===== src/rtl/seq_complement_unit_if.sv =====
// Handshake/bus bundle between the control unit (master) and seq_complement_unit (slave).
// ZF/NF exist only when SEQ_COMPLEMENT_FLAGS_EN is defined.
interface seq_complement_unit_if #(
    parameter int WIDTH = 32
);
    logic             start;
    logic [1:0]       mode;
    logic [WIDTH-1:0] A;
    logic [WIDTH-1:0] B;
    logic             busy;
    logic             done;
    logic             OVF;
`ifdef SEQ_COMPLEMENT_FLAGS_EN
    logic             ZF;
    logic             NF;
`endif

    modport master (
        output start, mode, A,
`ifdef SEQ_COMPLEMENT_FLAGS_EN
        input  ZF, NF,
`endif
        input  B, busy, done, OVF
    );

    modport slave (
        input  start, mode, A,
`ifdef SEQ_COMPLEMENT_FLAGS_EN
        output ZF, NF,
`endif
        output B, busy, done, OVF
    );
endinterface


===== src/rtl/seq_complement_unit.sv =====
// Multi-cycle one's/two's complement, absolute value and pass-through, CHUNK bits per cycle
// with a registered carry. Optional ZF/NF result flags under SEQ_COMPLEMENT_FLAGS_EN.
module seq_complement_unit #(
    parameter int WIDTH = 32,
    parameter int CHUNK = 8
) (
    input  logic                 clk,
    input  logic                 rst,
    seq_complement_unit_if.slave bus
);
    localparam int N     = WIDTH / CHUNK;
    localparam int CNT_W = (N > 1) ? $clog2(N) : 1;
    localparam int IDX_W = (WIDTH > 1) ? $clog2(WIDTH) : 1;

    typedef enum logic [1:0] {
        IDLE = 2'd0,
        RUN  = 2'd1,
        DONE = 2'd2
    } state_t;

    state_t           state_q, state_d;
    logic [WIDTH-1:0] a_q;
    logic [WIDTH-1:0] b_q, b_d;
    logic             inv_q;
    logic             carry_q;
    logic             ovf_q;
    logic             ovf_pend_q;
    logic [CNT_W-1:0] cnt_q;
    logic [IDX_W-1:0] lsb;
    logic [CHUNK-1:0] x_chunk;
    logic [CHUNK:0]   sum;
    logic             accept;
    logic             last;
    logic             neg_in;
    logic             inv_in;
    logic             min_in;
`ifdef SEQ_COMPLEMENT_FLAGS_EN
    logic             zf_q;
    logic             nf_q;
`endif

    function automatic logic [CHUNK:0] chunk_add(input logic [CHUNK-1:0] x, input logic cin);
        return {1'b0, x} + {{CHUNK{1'b0}}, cin};
    endfunction

    assign accept = (state_q == IDLE) && bus.start;
    assign last   = (cnt_q == CNT_W'(N - 1));

    // Negation happens for two's complement always, and for abs only on a negative operand.
    assign neg_in = (bus.mode == 2'b01) || ((bus.mode == 2'b10) && bus.A[WIDTH-1]);
    assign inv_in = (bus.mode == 2'b00) || neg_in;
    assign min_in = (bus.A == {1'b1, {(WIDTH-1){1'b0}}});

    always_ff @(posedge clk) begin
        if (rst) begin
            state_q <= IDLE;
        end else begin
            state_q <= state_d;
        end
    end

    always_comb begin
        state_d = state_q;
        case (state_q)
            IDLE:    if (bus.start) state_d = RUN;
            RUN:     if (last) state_d = DONE;
            DONE:    state_d = IDLE;
            default: state_d = IDLE;
        endcase
    end

    // Chunk datapath: select current slice, optionally invert, add the carry.
    always_comb begin
        lsb     = IDX_W'(cnt_q) * IDX_W'(CHUNK);
        x_chunk = a_q[lsb +: CHUNK];
        if (inv_q) begin
            x_chunk = ~x_chunk;
        end
        sum            = chunk_add(x_chunk, carry_q);
        b_d            = b_q;
        b_d[lsb +: CHUNK] = sum[CHUNK-1:0];
    end

    // Operand and per-op decode are pure data: loaded on accept, never reset.
    always_ff @(posedge clk) begin
        if (accept) begin
            a_q        <= bus.A;
            inv_q      <= inv_in;
            ovf_pend_q <= neg_in && min_in;
        end
    end

    always_ff @(posedge clk) begin
        if (rst) begin
            b_q     <= '0;
            ovf_q   <= 1'b0;
            cnt_q   <= '0;
            carry_q <= 1'b0;
`ifdef SEQ_COMPLEMENT_FLAGS_EN
            zf_q    <= 1'b0;
            nf_q    <= 1'b0;
`endif
        end else if (accept) begin
            b_q     <= '0;
            ovf_q   <= 1'b0;
            cnt_q   <= '0;
            carry_q <= neg_in;
`ifdef SEQ_COMPLEMENT_FLAGS_EN
            zf_q    <= 1'b0;
            nf_q    <= 1'b0;
`endif
        end else if (state_q == RUN) begin
            b_q     <= b_d;
            carry_q <= sum[CHUNK];
            cnt_q   <= cnt_q + CNT_W'(1);
            if (last) begin
                ovf_q <= ovf_pend_q;
`ifdef SEQ_COMPLEMENT_FLAGS_EN
                zf_q  <= (b_d == '0);
                nf_q  <= b_d[WIDTH-1];
`endif
            end
        end
    end

    assign bus.B    = b_q;
    assign bus.busy = (state_q == RUN);
    assign bus.done = (state_q == DONE);
    assign bus.OVF  = ovf_q;
`ifdef SEQ_COMPLEMENT_FLAGS_EN
    assign bus.ZF   = zf_q;
    assign bus.NF   = nf_q;
`endif

endmodule

===== src/flat_wrapper.sv =====
// flat-port wrapper written by rule: the top's interface ports become plain ports
module seq_complement_unit_flat 
#(
    parameter int WIDTH = 32,
    parameter int CHUNK = 8
)
  (clk, rst, bus_start, bus_mode, bus_A, bus_B, bus_busy, bus_done, bus_OVF);
  seq_complement_unit_if #(.WIDTH(WIDTH)) bus_i ();
  input  logic clk;
  input  logic rst;
  input wire logic [$bits(bus_i.start)-1:0] bus_start;
  input wire logic [$bits(bus_i.mode)-1:0] bus_mode;
  input wire logic [$bits(bus_i.A)-1:0] bus_A;
  output wire logic [$bits(bus_i.B)-1:0] bus_B;
  output wire logic [$bits(bus_i.busy)-1:0] bus_busy;
  output wire logic [$bits(bus_i.done)-1:0] bus_done;
  output wire logic [$bits(bus_i.OVF)-1:0] bus_OVF;
  assign bus_i.start = bus_start;
  assign bus_i.mode = bus_mode;
  assign bus_i.A = bus_A;
  assign bus_B = bus_i.B;
  assign bus_busy = bus_i.busy;
  assign bus_done = bus_i.done;
  assign bus_OVF = bus_i.OVF;
  seq_complement_unit #(.WIDTH(WIDTH), .CHUNK(CHUNK)) u_core (.clk(clk), .rst(rst), .bus(bus_i));
endmodule

===== config.mk =====
export PLATFORM = sky130hd
export DESIGN_NAME = seq_complement_unit_flat
export DESIGN_NICKNAME = d
export VERILOG_FILES = /design/src/rtl/seq_complement_unit_if.sv /design/src/rtl/seq_complement_unit.sv /design/src/flat_wrapper.sv
export SDC_FILE = /design/constraint.sdc
export NUM_CORES = 1
export LEC_CHECK = 0
export ABC_AREA = 1
export CAP_MARGIN = 20
export CORE_UTILIZATION = 46
export DETAILED_ROUTE_END_ITERATION = 10
export GPL_ROUTABILITY_DRIVEN = 0
export GPL_TIMING_DRIVEN = 0
export PLACE_DENSITY = 0.87
export SETUP_SLACK_MARGIN = 0.05
export SLEW_MARGIN = 20
export SYNTH_ARGS = -nofsm -noshare
export SYNTH_HDL_FRONTEND = slang
export SYNTH_SLANG_ARGS = --single-unit

===== constraint.sdc =====
create_clock -name clk -period 3.1 [get_ports clk]
set_clock_uncertainty 0.05 [all_clocks]
set_input_delay 0.62 -clock clk [delete_from_list [all_inputs] [get_ports clk]]
set_output_delay 0.62 -clock clk [all_outputs]
set_load 0.01 [all_outputs]

==> results <==
- The die covers 7504 um2.
- After layout, the minimum clock period comes to 2.691 ns.
- Of the total power, registers draw 0.507.
- The remaining design rule violation count is 0.
- After synthesis, the share of flip-flops with an asynchronous set or reset is 0.
- Setup repair after global routing left no endpoint under its margin.
- Counting every net in the synthesized netlist gives 397.
- The area of the mapped netlist is 3294 um2.
- The startpoint class of the critical path is a register.
- After layout, the worst setup slack is 0.4090 ns.
- The number of antenna violations at the first check in global routing is 0.
- The fraction of power consumed by combinational cells is 0.138.
- The critical path capture point type is a register.
- The dominant cell type by area after synthesis is sky130_fd_sc_hd__edfxtp_1.
- The finished layout holds 534 standard cells, fillers aside.
- The number of iterations in the first detailed-routing pass is 5.
- In the final routed layout, each cell accounts on average for 14.57 um.
- The met1 track demand over resource in global routing is 0.2829.
- In this run, synthesis produced a sequential element count of 72.
- The wire length of the first global-routing pass is 12.85 mm.
- The post-place setup slack is 0.1774 ns.
- The reported net switching power is 546.2 uW.
- The estimated wirelength of the detail-placed design is 5.774 mm.
- The cell internal power dissipation is 1.524 mW.
- The synthesized design contains 34 enable-type register cells.
- The count of buffers added on input and output ports is 71.
- The max-slew violation count is 0.
- In the final layout, the share of cells above drive strength 1 is 0.1416.
- The class of the tightest hold or removal check is reg -> reg.
- After clock tree synthesis, the clock-pin slew on the worst setup and hold paths is 0.08 ns.
- From left edge to right edge, the die measures 86.63 um.
- The clock tree from TritonCTS is built.
- The number of vias per cell is 5.234.
- Walking the worst path, the cells encountered are buf_6 -> buf_6 -> o21ai_0 -> o22ai_1 -> xor2_1 -> ha_1 -> ha_1 -> inv_1 -> nor2_4 -> nand2_1 -> nand3_1 -> nand3_1 -> nor2_1 -> nand2_1 -> a21oi_1.
- The cell count after synthesis came out at 352.
- Clock tree synthesis selected as its root buffer the cell sky130_fd_sc_hd__clkbuf_8.
- Counting tap cells, the placed design contains a total of 520 instances.
- Ranked by total cell area, the synthesized netlist is headed by sky130_fd_sc_hd__edfxtp_1, sky130_fd_sc_hd__dfxtp_1, sky130_fd_sc_hd__nand2_1.
- The cell row count is 30.
- The total number of yosys warnings is 0.
- The number of buffers added for setup after CTS is 0.
- The clock tree buffer depth is 2.
- The global routing usage on met3 is 0.06476.
- Global routing finished with a remaining overflow of 0.
- The buffering stage count on the worst path with inverters included is 3.
- For this design the ratio of total power to cell area is 475.8 nW/um2.
- The total core area is 6869 um2.
- For met2 alone, demand over resource in global routing was 0.3824.
- The number of global-route vias before repair is 2674.
- The count of nets left with antenna violations once routing finished came out at 0.
- Setup violations remaining at the end of the flow were counted as 0.
- The area growth from synthesis to layout is 32.09%.
- Static timing analysis puts the maximum clock frequency at 371.6 MHz.
- VDD sags by at most 0.2683 mV.
- The total I/O pin count is 72.
- For this run, the leading register cell type out of synthesis is sky130_fd_sc_hd__dfxtp_1.
- The iteration-0 DRC count of the detailed router is 224.
- Entering global routing, the biggest net connects 24 pins.
- The fraction of the yosys area taken by sequential cells is 0.5408.
- The clock net in this run drives a total of 72 sinks.
- Among all stages on the critical path, the largest delay is contributed by sky130_fd_sc_hd__dfxtp_2.
- The number of hold violations in the final report is 0.
- The CTS buffer count is 9.
- The headroom to the max-slew limit is 0.6362.
- For this run, the total global-route usage over all layers was measured as 0.2294.
- The vertical extent of the die is 86.63 um.
- 0 antenna diodes ended up in the layout.
- The cell family contributing the most delay on the critical path is simple AND/OR/NAND/NOR gates.
- STA puts the critical path data arrival time at 2.93 ns.
- Dividing the final minimum period by the clock period gives 0.8681.
- For the worst setup path, the data required time is 3.33 ns.
- After global routing, the most crowded layer is met2.
- After synthesis, the mean cell area works out to 9.359 um2.
- The starting utilization of the core area is 0.4796.
- The flow ran to the end, and the final reports show no timing, DRC or antenna violations.
- For the pin with the worst max-slew slack, the measured transition is 0.5458 ns.
- For this run, the post-layout net count is 478.
- The maximum level of the CTS H-tree is 3.
- The number of distinct standard cells referenced by the synthesized netlist is 37.
- For the worst-skew pair, the clock arrives at the later sink with an insertion delay of 0.36 ns.
- Summing over every cut layer, the via total after detailed routing is 2795.
- Summed over all layers, the routed wires come to 7.783 mm.
- The fraction of power spent switching nets is 0.2638.
- The static leakage is 1.539 nW.
- In this design, the stage delay of the slowest critical-path cell is 0.38 ns.
- The critical path in this run is classified as reg -> reg.
- Along the worst path, the maximum fanout reaches 19.
- The area share of the largest cell type after synthesis is 0.3099.
- Max-cap violations in this run came to 0.
- Of the total power, the clock network draws 0.354.
[worst reg2reg max path, cell delays in order (launching register included)]
cell and delay [ns]:
sky130_fd_sc_hd__dfxtp_2 0.38, sky130_fd_sc_hd__buf_6 0.16, sky130_fd_sc_hd__buf_6 0.21, sky130_fd_sc_hd__o21ai_0 0.12, sky130_fd_sc_hd__o22ai_1 0.18, sky130_fd_sc_hd__xor2_1 0.18
sky130_fd_sc_hd__ha_1 0.21, sky130_fd_sc_hd__ha_1 0.19, sky130_fd_sc_hd__inv_1 0.07, sky130_fd_sc_hd__nor2_4 0.16, sky130_fd_sc_hd__nand2_1 0.06, sky130_fd_sc_hd__nand3_1 0.13
sky130_fd_sc_hd__nand3_1 0.10, sky130_fd_sc_hd__nor2_1 0.19, sky130_fd_sc_hd__nand2_1 0.09, sky130_fd_sc_hd__a21oi_1 0.14
[metrics by stage]
step	hold slack, ns	setup TNS [ns]	power, mW	instance area, um2	util
2_1_floorplan	0.4331	0	1.235	3297	-
3_3_place_gp	0.4049	-11.85	1.338	4128	0.6009
3_5_place_dp	0.4068	0	1.354	4160	0.6056
4_1_cts	0.4182	0	2.078	4355	0.6341
5_1_grt	0.4356	0	2.150	4352	0.6335
6_report	0.4150	0	2.070	4352	0.6335
[kinds of logic after synthesis]
kind of cell,share of synthesized area
flops,0.5408
buf+inv,0.04672
xor+xnor,0.01785
compound gates,0.07672
fa+ha+maj,0.03038
simple gates,0.2875
[area by class of cell]
cell class	instances	area, um2
Fill cell	548	2517
Sequential cell	72	1783
Multi-Input combinational cell	252	1371
Timing Repair Buffer	72	738.2
Clock buffer	9	123.9
Tap cell	96	120.1
Buffer	10	76.32
Clock inverter	7	71.32
Inverter	16	67.56
[what timing repair did]
item                                    4_1_cts  5_1_grt
hold buffers                                  0        0
endpoints found under the setup margin        0        5
resized for setup                             0        2
[cell usage after synthesis (3+ instances only)]
master                     number
sky130_fd_sc_hd__buf_2          3
sky130_fd_sc_hd__nand3_2        9
sky130_fd_sc_hd__inv_1         13
sky130_fd_sc_hd__nand3_1       30
sky130_fd_sc_hd__ha_1           8
sky130_fd_sc_hd__a21oi_2        5
sky130_fd_sc_hd__nor4_1         8
sky130_fd_sc_hd__nand4_1        7
sky130_fd_sc_hd__o21ai_0        4
sky130_fd_sc_hd__buf_6          4
sky130_fd_sc_hd__edfxtp_1      34
sky130_fd_sc_hd__dfxtp_1       38
sky130_fd_sc_hd__clkbuf_1       3
sky130_fd_sc_hd__nor2_2         3
sky130_fd_sc_hd__nand2_1      105
sky130_fd_sc_hd__nand2_2       10
sky130_fd_sc_hd__a21oi_1       29
sky130_fd_sc_hd__nor2_1        15
sky130_fd_sc_hd__xor2_1         3
[path summary, 6_finish.rpt]
path,from,end,slack (ns),depth (start not counted)
max reg2reg,u_core.cnt_q[0],u_core.bus.B[12],0.41,15
max,u_core.cnt_q[0],u_core.bus.B[12],0.41,15
min,u_core.bus.B[1],u_core.bus.B[1],0.42,2
min reg2reg,u_core.bus.B[1],u_core.bus.B[1],0.42,2
[power by group through the flow]
stage	clock (mW)	sequential (mW)	combinational (mW)
2_1_floorplan	0	1.07	0.164
3_3_place_gp	0	1.07	0.267
3_5_place_dp	0	1.07	0.282
4_1_cts	0.743	1.05	0.284
5_1_grt	0.786	1.05	0.311
6_report	0.733	1.05	0.287
[metal layers]
| metal | part of all wire | vias up |
|---|---|---|
| met3 | 0.064 | 11 |
| met4 | 0.016 | 0 |
| li1 | - | 1372 |
| met1 | 0.42 | 1296 |
| met2 | 0.50 | 116 |
| met5 | 0 | - |
[sequential cells by signal (all words and copies together) (netlist names)]
register and count:
u_core.inv_q 1, u_core.carry_q 1, u_core.a_q 32, u_core.bus.OVF 1, u_core.bus.B 32, u_core.ovf_pend_q 1, u_core.state_q 2, u_core.cnt_q 2
[cell usage in the layout, fill, tap and decap left out, drive strengths merged, types with 3 or more instances in the layout]
cell and n:
clkinvlp 3, inv 17, dfxtp 38, nor4 9
a21oi 34, clkbuf 13, edfxtp 34, nand3 39
xor2 4, nand2 116, o21ai 4, nand4 7
buf 7, clkdlybuf4s50 71, ha 8, and2 3
nor2 20
Power figures use the tool's default switching activity.
